**src/rtl/reg_bank_sb.sv**
```systemverilog
// rtl/reg_bank_sb.sv - register file with write bypass and per-register busy scoreboard
module reg_bank_sb #(
    parameter int DATA_W    = 64,
    parameter int ADDR_W    = 5,
    parameter int ZERO_REG  = 0,
    parameter int INIT_MODE = 1,
    parameter int BYPASS    = 1
) (
    input  logic              clk,
    input  logic              rst_n,
    input  logic [ADDR_W-1:0] ra_addr,
    input  logic [ADDR_W-1:0] rb_addr,
    output logic [DATA_W-1:0] ra_data,
    output logic [DATA_W-1:0] rb_data,
    output logic              ra_busy,
    output logic              rb_busy,
    input  logic              wr_en,
    input  logic [ADDR_W-1:0] wr_addr,
    input  logic [DATA_W-1:0] wr_data,
    input  logic              rsv_en,
    input  logic [ADDR_W-1:0] rsv_addr,
    output logic              rsv_ok,
    output logic [ADDR_W:0]   busy_cnt
);
    localparam int DEPTH = 2 ** ADDR_W;

    logic [DATA_W-1:0] regs [DEPTH];
    logic [DEPTH-1:0]  busy;
    logic [DEPTH-1:0]  busyNext;
    logic [ADDR_W:0]   cntNext;
    logic              raBypass;
    logic              rbBypass;
    logic              raZero;
    logic              rbZero;
    logic              wrZero;
    logic              rsvZero;

    always_comb begin
        raZero   = (ZERO_REG != 0) && (ra_addr == '0);
        rbZero   = (ZERO_REG != 0) && (rb_addr == '0);
        wrZero   = (ZERO_REG != 0) && (wr_addr == '0);
        rsvZero  = (ZERO_REG != 0) && (rsv_addr == '0);
        raBypass = (BYPASS != 0) && wr_en && (wr_addr == ra_addr);
        rbBypass = (BYPASS != 0) && wr_en && (wr_addr == rb_addr);

        ra_data = raZero ? '0 : (raBypass ? wr_data : regs[ra_addr]);
        rb_data = rbZero ? '0 : (rbBypass ? wr_data : regs[rb_addr]);
        ra_busy = ~raZero & busy[ra_addr] & ~raBypass;
        rb_busy = ~rbZero & busy[rb_addr] & ~rbBypass;

        rsv_ok = ~busy[rsv_addr] | (wr_en & (wr_addr == rsv_addr));
    end

    // Write clears first so a same-cycle reserve leaves the register owned by the new producer.
    always_comb begin
        busyNext = busy;
        if (wr_en && !wrZero)
            busyNext[wr_addr] = 1'b0;
        if (rsv_en && rsv_ok && !rsvZero)
            busyNext[rsv_addr] = 1'b1;
        cntNext = '0;
        for (int i = 0; i < DEPTH; i++)
            cntNext = cntNext + (ADDR_W+1)'(busyNext[i]);
    end

    always_ff @(posedge clk) begin
        if (!rst_n) begin
            for (int i = 0; i < DEPTH; i++)
                regs[i] <= (INIT_MODE != 0) ? DATA_W'(i) : '0;
            busy     <= '0;
            busy_cnt <= '0;
        end else begin
            if (wr_en && !wrZero)
                regs[wr_addr] <= wr_data;
            busy     <= busyNext;
            busy_cnt <= cntNext;
        end
    end
endmodule

```
**config.mk**
```make
export PLATFORM = sky130hd
export DESIGN_NAME = reg_bank_sb
export DESIGN_NICKNAME = d
export VERILOG_FILES = /design/src/rtl/reg_bank_sb.sv
export SDC_FILE = /design/constraint.sdc
export NUM_CORES = 2
export LEC_CHECK = 0
export ABC_CLOCK_PERIOD_IN_PS = 7880
export CAP_MARGIN = 20
export CORE_MARGIN = 3
export CORE_UTILIZATION = 30
export DETAILED_ROUTE_END_ITERATION = 10
export PLACE_DENSITY = 0.49
export SYNTH_ARGS = -nofsm -noshare
export SYNTH_HDL_FRONTEND = slang
export SYNTH_SLANG_ARGS = --single-unit
export TNS_END_PERCENT = 10
```
**constraint.sdc**
```tcl
create_clock -name clk -period 7.88 [get_ports clk]
set_clock_uncertainty 0.15 [all_clocks]
set_input_delay 1.576 -clock clk [delete_from_list [all_inputs] [get_ports clk]]
set_output_delay 1.576 -clock clk [all_outputs]
set_load 0.005 [all_outputs]
```
* Word-level counts from Yosys, hierarchy flattened
Memory sizes are Yosys's and may differ from the RTL's. Cells that the tools add are included.
Storage, ports and cells: register bits after elaboration 38, bits in writable memories 2048, input bits 88, output and inout port bits 137, logic and storage cells 80, memories 1
Memories:
- regs | words 32, width 64, read ports 2, clocked after memory_dff 0, write ports 32, RTL line 27 | logic [DATA_W-1:0] regs [DEPTH];
Operators by class: add/subtract/negate cells 31, $lt $le $gt $ge 6, equality and inequality tests 3, mux-type cells 21, bitwise operators 10, reduce and logical (&&, ||, !) cells 6
Operators with widths (count):
- $mux 64 | 3
- $add 6x1->6 | 26
- $mux 32 | 2
- $reduce_or 64->1 | 1
- $and 32x32->32 | 1
- $not 32->32 | 1
- $or 32x32->32 | 1
- $lt 5x6->1 const B | 4
- $bmux 1 s5 | 3
- $eq 5x5->1 | 3
- $demux 1 s5 | 2
- $ge 5x1->1 const B | 2
- $mux 1 | 10
- $add 5x1->6 | 1
- $add 4x1->5 | 1
- $logic_and 1x1->1 | 5
- $mux 5 | 1
- $add 3x1->4 | 1
- $add 2x1->3 | 1
- $and 1x1->1 | 3
- $not 1->1 | 3
- $add 1x1->2 | 1
- $or 1x1->1 | 1

* Longest topological paths before layout
depth in word-level cells 40, mapped depth 25, mapped depth without buffers 22

* Least setup slack after synthesis
OpenSTA, ideal clock, no wires.
kind in2reg, start in wr_addr[2], end mem regs[30][0] (enable), library setup time 574 ps, data arrival time 7120 ps, data required time 7156 ps, setup slack 35 ps, stages on the path 6, buffers on the path 4, cells stage by stage buf_2 clkbuf_1 nand3_1 clkbuf_1 clkbuf_1 o21ai_0
RTL lines:
- start: declaration | RTL line 18 | input logic [ADDR_W-1:0] wr_addr,
- end: declaration | RTL line 27

* Worst setup path after layout
start in rsv_addr[1], end reg busy_cnt[4]
On the way: cells in the longest elaborated chain, start to end 37, elaborated cells on any way between the ends 45, those cells by class 31 x add/sub; 2 x order compare; 1 x eq/ne; 5 x mux; 4 x bitwise; 2 x reduce/logical
RTL lines:
- start: declaration | RTL line 21 | input logic [ADDR_W-1:0] rsv_addr,
- $lt 5x6->1 (not written as such) (tied with other cells) | RTL line 60 | busyNext[rsv_addr] = 1'b1;
- $logic_and 1x1->1 (not written as such) / $mux 1 (equally long branches) | RTL line 60, 51
- $mux 1 (not written as such) / $not 1->1 (equally long branches) | RTL line 60, 51
- $demux 1 s5 / $or 1x1->1 (equally long branches) | RTL line 60, 51
- $or 32x32->32 (no line) / $logic_and 1x1->1 (equally long branches)
- $mux 32 * | RTL line 59 | if (rsv_en && rsv_ok && !rsvZero)
- $add 1x1->2 | RTL line 63 | cntNext = cntNext + (ADDR_W+1)'(busyNext[i]);
- $add 2x1->3 | RTL line 63
- $add 3x1->4 | RTL line 63
- $add 4x1->5 | RTL line 63
- $add 5x1->6 | RTL line 63
- $add 6x1->6 (25 in a row) | RTL line 63
- $add 6x1->6 * | RTL line 63
- end signal: assignment | RTL line 76 | busy_cnt <= cntNext;
- end: declaration | RTL line 23 | output logic [ADDR_W:0] busy_cnt
Every way passes the cells marked *; elsewhere a longest branch is shown, timed or not. The select of a mux whose other input is x is not followed. A chain may end at the register's enable or synchronous reset.

==> impl_metrics.env <==
export IMPL_drt_initial_drc_count=12860
export IMPL_cts_tree="done"
export IMPL_hold_class="register to register"
export IMPL_grt_overflow=0
export IMPL_powerDensity_nw_per_um2=212.9
export IMPL_grt_first_pass_wirelength_um=732600
export IMPL_drive_above_1_share=0.2136
export IMPL_cts_buffer_depth=4
export IMPL_finalCritPeriodShare=0.9218
export IMPL_run_status="completed"
export IMPL_setup_viol=0
export IMPL_synth_cells=8257
export IMPL_timing_hold_violations_final=0
export IMPL_yosysSeqAreaShare=0.5444
export IMPL_clk_pin_slew_ns=0.06
export IMPL_synth_seq_cells=2086
export IMPL_wire_per_inst_um=40.41
export IMPL_viasPerCell=6.105
export IMPL_async_reset_ff_frac=0
export IMPL_yosysUniqueCellTypes=72
export IMPL_io_pins=225
export IMPL_dp_cells=13090
export IMPL_cap_viol_max_count=0
export IMPL_leakage_nw=45.25
export IMPL_r2r_cells=21
export IMPL_synth_common_cells="2,048 x edfxtp_1, 1,912 x and2_1, 784 x mux4_2, 639 x clkbuf_1, 521 x mux2i_1"
export IMPL_finalNetCount=8438
export IMPL_worstSkewPairLatency_ns=0.86
export IMPL_postCtsHoldBufs=0
export IMPL_regArea_um2=62260
export IMPL_cts_num_sinks=2086
export IMPL_grt_max_degree=86
export IMPL_avgSynthCellArea_um2=13.85
export IMPL_cts_resized=0
export IMPL_required_ns=8.45
export IMPL_vdd_drop_max_v=0.0001760
export IMPL_fp_dieW_um=623.4
export IMPL_synth_nets=8376
export IMPL_first_pass_iters=5
export IMPL_layout_cells_non_filler=13570
export IMPL_drcViolationCount=0
export IMPL_cp_max_fo=13
export IMPL_design_core_area_um2=379200
export IMPL_rr_startpoint="busy[7]$_SDFF_PN0_"
export IMPL_io_buffers=224
export IMPL_initial_core_util=0.3016
export IMPL_place_congestion=0.8724
export IMPL_place_ws_ns=-0.1665
export IMPL_cts_buffers=235
export IMPL_startpoint_type="input pin"
export IMPL_rsz0062_at_grt="false"
export IMPL_post_cts_buffers=0
export IMPL_hold_depth=2
export IMPL_die_h_um=623.4
export IMPL_slew_headroom=0.1490
export IMPL_fillers=36350
export IMPL_rows=226
export IMPL_antenna_found_initial=89
export IMPL_crit_type="input pin to register"
export IMPL_hold_ws_ns=0.4164
export IMPL_crit_start="rsv_addr[1]"
export IMPL_grt_use_total=0.2745
export IMPL_via_count=82840
export IMPL_yosys_area_top_type="edfxtp_1"
export IMPL_hpwl_um=323800
export IMPL_power_mw=28.10
export IMPL_postRouteAntennaNets=0
export IMPL_fin_crit_ns=7.264
export IMPL_worst_pin_slew_ns=1.276
export IMPL_grt_pass1_vias=80940
export IMPL_hp_start="busy[8]$_SDFF_PN0_"
export IMPL_netlist_area_um2=114400
export IMPL_clock_fmax_mhz=137.7
export IMPL_synth_warning_count=0
export IMPL_synth_top_area_frac=0.5377
export IMPL_die_area_um2=388700
export IMPL_cp_end_kind="register"
export IMPL_area_growth_syn_to_layout_pct=15.38
export IMPL_finalMaxSlewViolations=0
export IMPL_synth_most_common_cell="edfxtp_1"
export IMPL_synth_area_leaders="edfxtp_1 54%, mux4_2 15%, and2_1 10%"
export IMPL_multi_input_area_um2=48390
export IMPL_synth_edff_count=2048
export IMPL_arrival_ns=7.84
export IMPL_synth_main_ff_cell="edfxtp_1"
export IMPL_cts_htree_levels=4
export IMPL_drt_total_wl_um=548400
export IMPL_setup_slack_ns=0.6162
export IMPL_cts_root_buffer="clkbuf_16"
## worst max-delay path: stages
cell and delay [ns]:
clkdlybuf4s50_1 0.46, buf_4 0.21, nand2b_1 0.16, o22ai_1 0.18, o21ai_0 0.15, a21oi_1 0.40
buf_4 0.20, a2bb2oi_1 0.22, fa_1 0.55, fa_1 0.61, fa_1 0.45, fa_1 0.47
fa_1 0.49, inv_1 0.05, fa_1 0.48, ha_1 0.18, inv_1 0.07, fa_1 0.45
inv_1 0.08, a21o_1 0.11, a21oi_1 0.07, xor2_1 0.14, nor2_1 0.06
## stage by stage
| stage | util | TNS [ns] | cell area [um2] |
|---|---|---|---|
| after floorplan | - | 0 | 114400 |
| after global placement | 0.3277 | -0.7505 | 124200 |
| after detailed placement | 0.3281 | -0.2021 | 124400 |
| after CTS | 0.3471 | 0 | 131600 |
| after global routing | 0.3478 | 0 | 131900 |
| final | 0.3480 | 0 | 132000 |
## registers in the layout (all words and copies together) (netlist names)
signal / flops
busy: 32
busy_cnt: 6
regs: 2048
## layout by cell type, fill, tap and decap left out, types with 125 or more instances in the layout
cell                n
buf_4             422
and2_1           1912
nor3_1            172
mux2i_1           521
a21oi_1           125
mux4_2            784
clkbuf_16         244
o22ai_1           252
nand2_1           194
clkdlybuf4s50_1   208
edfxtp_1         2048
o221ai_1          162
## per-layer routing
layer	track usage	routed length [um]	vias to the layer above
li1	-	-	31910
met1	0.3501	206400	43660
met2	0.4373	253400	5944
met3	0.06244	57350	1297
met4	0.1395	31040	30
met5	0	188	-
## report_power, final
group / switching, mW / leakage (nW) / total (mW) / internal [mW]
combinational: 2.60 / 21.9 / 4.17 / 1.57
sequential: 0.327 / 19.9 / 13.1 / 12.8
clock: 4.82 / 3.52 / 10.8 / 5.97
## path summary, 6_finish.rpt
| path | slack (ns) | end |
|---|---|---|
| hold reg to reg | 0.42 | busy[8]$_SDFF_PN0_ |
| setup reg to reg | 1.47 | busy_cnt[4]$_SDFF_PN0_ |
| hold / removal | 0.42 | busy[8]$_SDFF_PN0_ |
| setup / recovery | 0.62 | busy_cnt[4]$_SDFF_PN0_ |
## kinds of logic after synthesis
logic type / after synthesis / synth area share
AO/OA/AOI/OAI: 1053 / 0.06540
XOR/XNOR: 17 / 0.001302
adder cells (fa/ha/maj): 31 / 0.004967
buffers and inverters: 961 / 0.03838
flip-flops: 2086 / 0.5444
multiplexers: 1376 / 0.2070
AND/OR/NAND/NOR: 2733 / 0.1386
## layout make-up
| type | count | share of cell area |
|---|---|---|
| sequential | 2086 | 0.4718 |
| multi-input combinational | 5210 | 0.3667 |
| timing repair buffer | 746 | 0.05736 |
| tap | 5016 | 0.04756 |
| clock buffer | 284 | 0.04644 |
| clock inverter | 140 | 0.008031 |
| inverter | 40 | 0.001242 |
| antenna | 47 | 0.0008913 |
No activity file was read; power rests on OpenSTA's default activity.
